**config.mk**
```make
export PLATFORM = sky130hd
export DESIGN_NAME = lcd_char_writer
export DESIGN_NICKNAME = d
export VERILOG_FILES = /design/src/rtl/lcd_char_writer.sv
export SDC_FILE = /design/constraint.sdc
export NUM_CORES = 1
export LEC_CHECK = 0
export CORE_UTILIZATION = 48
export CTS_BUF_LIST = sky130_fd_sc_hd__clkbuf_8
export DETAILED_ROUTE_END_ITERATION = 10
export GPL_ROUTABILITY_DRIVEN = 0
export PLACE_DENSITY = 0.68
export SLEW_MARGIN = 20
export SYNTH_ARGS = -nofsm -noshare
export SYNTH_HDL_FRONTEND = slang
export SYNTH_SLANG_ARGS = --single-unit
```
**constraint.sdc**
```tcl
create_clock -name clk -period 6.66 [get_ports clk]
set_input_delay 1.332 -clock clk [delete_from_list [all_inputs] [get_ports clk]]
set_output_delay 1.332 -clock clk [all_outputs]
set_load 0.02 [all_outputs]
```
**src/rtl/lcd_char_writer.sv**
```systemverilog
`default_nettype none
// ============================================================================
// Module : lcd_char_writer
// Brief  : 16x2 HD44780 8-bit write-only driver: init sequence, then endless
//          refresh of 32 characters fetched by index from a text source.
// Rev    : 1.0  initial release
// ============================================================================
module lcd_char_writer #(
  parameter int PWRUP_CYCLES    = 2000000,
  parameter int EN_CYCLES       = 25,
  parameter int CMD_WAIT_CYCLES = 2500,
  parameter int CLR_WAIT_CYCLES = 100000
) (
  input  logic       clk,
  input  logic       rst,
  output logic [4:0] index,
  input  logic [7:0] char_in,
  output logic       lcd_rs,
  output logic       lcd_rw,
  output logic       lcd_e,
  output logic [7:0] lcd_data,
  output logic       init_done,
  output logic       frame_done
);

  // One shared counter must hold the largest interval, whichever parameter that is.
  localparam int MAX_AB = (PWRUP_CYCLES > CLR_WAIT_CYCLES) ? PWRUP_CYCLES : CLR_WAIT_CYCLES;
  localparam int MAX_CD = (EN_CYCLES > CMD_WAIT_CYCLES) ? EN_CYCLES : CMD_WAIT_CYCLES;
  localparam int MAX_ALL = (MAX_AB > MAX_CD) ? MAX_AB : MAX_CD;
  localparam int CW = $clog2(MAX_ALL + 1);

  localparam logic [CW-1:0] PWRUP_LAST = CW'(PWRUP_CYCLES - 1);
  localparam logic [CW-1:0] EN_LAST    = CW'(EN_CYCLES - 1);
  localparam logic [CW-1:0] CMD_LAST   = CW'(CMD_WAIT_CYCLES - 1);
  localparam logic [CW-1:0] CLR_LAST   = CW'(CLR_WAIT_CYCLES - 1);
  localparam logic [CW-1:0] FETCH_LAST = CW'(1);

  localparam logic [2:0] S_PWRUP = 3'd0;
  localparam logic [2:0] S_SETUP = 3'd1;
  localparam logic [2:0] S_PULSE = 3'd2;
  localparam logic [2:0] S_HOLD  = 3'd3;
  localparam logic [2:0] S_FETCH = 3'd4;

  localparam logic [1:0] K_INIT = 2'd0;
  localparam logic [1:0] K_ADDR = 2'd1;
  localparam logic [1:0] K_CHAR = 2'd2;

  localparam logic [2:0] LAST_INIT_STEP = 3'd4;

  logic [2:0]    state;
  logic [CW-1:0] cnt;
  logic [1:0]    kind;
  logic [2:0]    init_step;
  logic          long_wait;
  logic [CW-1:0] hold_last;

  function automatic logic [7:0] init_cmd(input logic [2:0] step);
    case (step)
      3'd0:    init_cmd = 8'h38;
      3'd1:    init_cmd = 8'h38;
      3'd2:    init_cmd = 8'h0C;
      3'd3:    init_cmd = 8'h06;
      default: init_cmd = 8'h01;
    endcase
  endfunction

  assign lcd_rw    = 1'b0;
  assign hold_last = long_wait ? CLR_LAST : CMD_LAST;

  // Every write decision is taken on the last hold edge so consecutive
  // writes chain with no idle cycle between them.
  always_ff @(posedge clk or posedge rst) begin
    if (rst) begin
      state      <= S_PWRUP;
      cnt        <= '0;
      kind       <= K_INIT;
      init_step  <= 3'd0;
      long_wait  <= 1'b0;
      index      <= 5'd0;
      lcd_rs     <= 1'b0;
      lcd_e      <= 1'b0;
      lcd_data   <= 8'h00;
      init_done  <= 1'b0;
      frame_done <= 1'b0;
    end else begin
      frame_done <= 1'b0;
      case (state)
        S_PWRUP: begin
          if (cnt == PWRUP_LAST) begin
            cnt       <= '0;
            kind      <= K_INIT;
            init_step <= 3'd0;
            long_wait <= 1'b0;
            lcd_rs    <= 1'b0;
            lcd_data  <= init_cmd(3'd0);
            state     <= S_SETUP;
          end else begin
            cnt <= cnt + 1'b1;
          end
        end

        S_SETUP: begin
          lcd_e <= 1'b1;
          cnt   <= '0;
          state <= S_PULSE;
        end

        S_PULSE: begin
          if (cnt == EN_LAST) begin
            lcd_e <= 1'b0;
            cnt   <= '0;
            state <= S_HOLD;
          end else begin
            cnt <= cnt + 1'b1;
          end
        end

        S_HOLD: begin
          if (cnt == hold_last) begin
            cnt       <= '0;
            long_wait <= 1'b0;
            case (kind)
              K_INIT: begin
                if (init_step == LAST_INIT_STEP) begin
                  init_done <= 1'b1;
                  kind      <= K_ADDR;
                  lcd_rs    <= 1'b0;
                  lcd_data  <= 8'h80;
                end else begin
                  init_step <= init_step + 3'd1;
                  lcd_data  <= init_cmd(init_step + 3'd1);
                  long_wait <= (init_step + 3'd1 == LAST_INIT_STEP);
                end
                state <= S_SETUP;
              end
              K_ADDR: begin
                kind  <= K_CHAR;
                state <= S_FETCH;
              end
              default: begin
                if (index == 5'd15) begin
                  index    <= 5'd16;
                  kind     <= K_ADDR;
                  lcd_rs   <= 1'b0;
                  lcd_data <= 8'hC0;
                  state    <= S_SETUP;
                end else if (index == 5'd31) begin
                  index      <= 5'd0;
                  frame_done <= 1'b1;
                  kind       <= K_ADDR;
                  lcd_rs     <= 1'b0;
                  lcd_data   <= 8'h80;
                  state      <= S_SETUP;
                end else begin
                  index <= index + 5'd1;
                  state <= S_FETCH;
                end
              end
            endcase
          end else begin
            cnt <= cnt + 1'b1;
          end
        end

        S_FETCH: begin
          // Source needs two edges after an index change; sample on the second.
          if (cnt == FETCH_LAST) begin
            cnt       <= '0;
            lcd_data  <= char_in;
            lcd_rs    <= 1'b1;
            long_wait <= 1'b0;
            state     <= S_SETUP;
          end else begin
            cnt <= cnt + 1'b1;
          end
        end

        default: begin
          state <= S_PWRUP;
          cnt   <= '0;
          lcd_e <= 1'b0;
        end
      endcase
    end
  end

endmodule
`default_nettype wire

```
==> impl_results.md <==
- P_leak: 1.31 nW
- Via Count: 2112
- Floorplan row count: 26
- Post-synth cell types: 54
- Final setup violating endpoints: 0
- Top Ports: 28
- Routed Antenna Nets: 0
- Skew final: 8.47 ps
- Total global-route track usage: 21.2%
- 1st-iter DRT viols: 124
- Footprint of the multi-input gates: 1390 um2
- Number of global-route vias before repair: 2010
- Htree depth: 2
- Most frequent cells in the layout: dfrtp_1, nand2_1, nor2_1
- Post-synth EDFFs: 0
- Critical Path AT: 1350 ps
- CP Max Fanout: 5
- Core Area: 5200 um2
- First-pass GRT wire length: 9830 um
- Slew HR: 37.1%
- Critical path endpoint category: output pin
- Number of inserted diodes: 0
- Clock edge transition at the registers on the reported setup and hold paths: 90 ps
- Die area: 5820 um2
- Power per cell area: 155 nW/um2
- CP delay by family, top: buffers and inverters
- Final core occ: 58.6%
- Initial Utilization: 50.9%
- Final worst path period share: 40.2%
- WL per Instance: 14.6 um
- Post-CTS resize count: 0
- RSZ-0062 raised after global routing: false
- Die Span X: 76.3 um
- CTS tree: done
- Overflow after GRT: 0
- Area growth syn-to-layout: 15.1%
- Post-synthesis area per instance: 9.36 um2
- FMAX: 373 MHz
- Post-CTS Hold Fix Bufs: 0
- Worst Hold Class: flop to flop
- Buffers added on ports: 26
- Synthesized Nets: 306
- Post-synth ARST share: 100%
- Max Cap Viol: 0
- DR vias/cell: 5.57
- DRT Wirelength: 5550 um
- # clock sinks: 47
- Endpoints failing hold: 0
- VDD IR max: 0.0728 mV
- Period minus WS final: 2680 ps
- Antenna violations before repair: 0
- Critical path startpoint category: flop
- Most common cell after layout, fill and taps aside: dfrtp_1
- Register Area: 1180 um2
- Synth Flop Type: dfrtp_1
- Crit Path Class: flop to output pin
- Placed Cells incl. Taps: 372
- Largest net degree at the start of global routing: 48
- Min Hold Slack: 488 ps
- Total CTS buffers: 5
- DP Area: 2960 um2
- Synthesis-stage register bit count: 47
- Worst Max-Slew Pin Slew: 943 ps
- Final Max Tran Viols: 0
- Seq/Total Area, Yosys: 44.4%
- Mapped cell area: 2650 um2
- Ys Warns: 0
- Fillers: 489
- Final nets: 332
- Clk root buf: clkbuf_8
- Worst path cell trace: clkdlybuf4s50_1
- Worst-Skew Late Latency: 300 ps
- Post-route cell area: 3050 um2
- Cells after Synth: 283
- Status: finished clean
- Final HPWL DP: 4020 um
- Detailed Routing Iterations Pass 1: 4
- Setup Total Neg Slack: 0 ps
- Slowest cell on the critical path: clkdlybuf4s50_1
- Share of cells above drive strength 1: 6.47%
- CP peak stage delay: 630 ps
- CP required: 5330 ps
- CP bufs+invs: 1
- Max Root-Sink Buffers: 2
- Post-CTS setup buffers: 0
- Die height: 76.3 um
- Drt drc: 0
- Layout Cells excl Fill: 379
[logic make-up (layout without fill, tap and decap cells)]
group                      count (synthesis)  count (layout)  share of synthesized area [%]
and+or+nand+nor                          127             127                           23.5
xor gates and xnor gates                  18              18                           5.95
buffers and inverters                     19              45                           3.21
other                                      1               1                          0.142
AOI/OAI and AO/OA                         56              56                           15.8
adders and majority gates                 13              13                           6.14
DFF                                       47              47                           44.4
muxes                                      2               2                          0.803
[final cells by class]
| type | count | share of cell area, % |
|---|---|---|
| Clock buffer | 6 | 2.71 |
| Timing Repair Buffer | 27 | 8.78 |
| Tap cell | 70 | 2.87 |
| Clock inverter | 1 | 0.164 |
| Inverter | 11 | 1.35 |
| Multi-Input combinational cell | 217 | 45.5 |
| Sequential cell | 47 | 38.6 |
[power breakdown]
group          internal [mW]  total [mW]  switching, mW  leakage [nW]
combinational        0.00466      0.0112        0.00652         0.666
sequential             0.285       0.285              0         0.601
clock                 0.0816       0.175         0.0932        0.0470
total                  0.371       0.471         0.0997          1.31
[per-stage QoR]
step                power [mW]  worst slack, ps
floorplan                0.296             4210
global placement         0.303             4070
detailed placement       0.303             3990
CTS                      0.478             3970
global route             0.493             3720
finish                   0.471             3980
[worst paths after layout]
| kind | from | endpoint | slack (ps) | cells past startpoint |
|---|---|---|---|---|
| worst max-delay path | index[0]$_DFFE_PP0P_ | index[0] | 3980 | 1 |
| worst min-delay path | lcd_data[2]$_DFFE_PP0P_ | lcd_data[2]$_DFFE_PP0P_ | 490 | 1 |
| worst max register to register | cnt[0]$_DFF_PP0_ | lcd_rs$_DFFE_PP0P_ | 3990 | 7 |
| worst min register to register | lcd_data[2]$_DFFE_PP0P_ | lcd_data[2]$_DFFE_PP0P_ | 490 | 1 |
| max in group asynchronous | rst | cnt[7]$_DFF_PP0_ | 4510 | 2 |
| min in group asynchronous | rst | lcd_data[7]$_DFFE_PP0P_ | 1550 | 2 |
[flip-flops by register name, indices dropped and copies added (netlist names)]
register and flops:
init_step 3, long_wait 1, state 3, init_done 1, lcd_data 8, kind 2, lcd_rs 1, cnt 21
frame_done 1, lcd_e 1, index 5
[synthesized netlist by cell type (5+ instances only)]
cell type | count | share of area [%]
inv_1 | 11 | 1.6
a21oi_1 | 15 | 2.8
and3_1 | 6 | 1.4
nand3_1 | 18 | 3.4
nand2_1 | 35 | 5.0
ha_1 | 13 | 6.1
xor2_1 | 9 | 3.0
o21ai_0 | 11 | 2.1
xnor2_1 | 9 | 3.0
nor2_1 | 34 | 4.8
dfrtp_1 | 47 | 44
nor3_1 | 5 | 0.94
[metal layers]
layer	GRT usage, %	vias to the layer above	routed length (um)
met5	0	-	0
met2	32.3	61	2430
met3	4.67	4	307
li1	-	1050	-
met1	30.5	997	2780
met4	5.19	0	38
No activity file was read; power rests on OpenSTA's default activity.
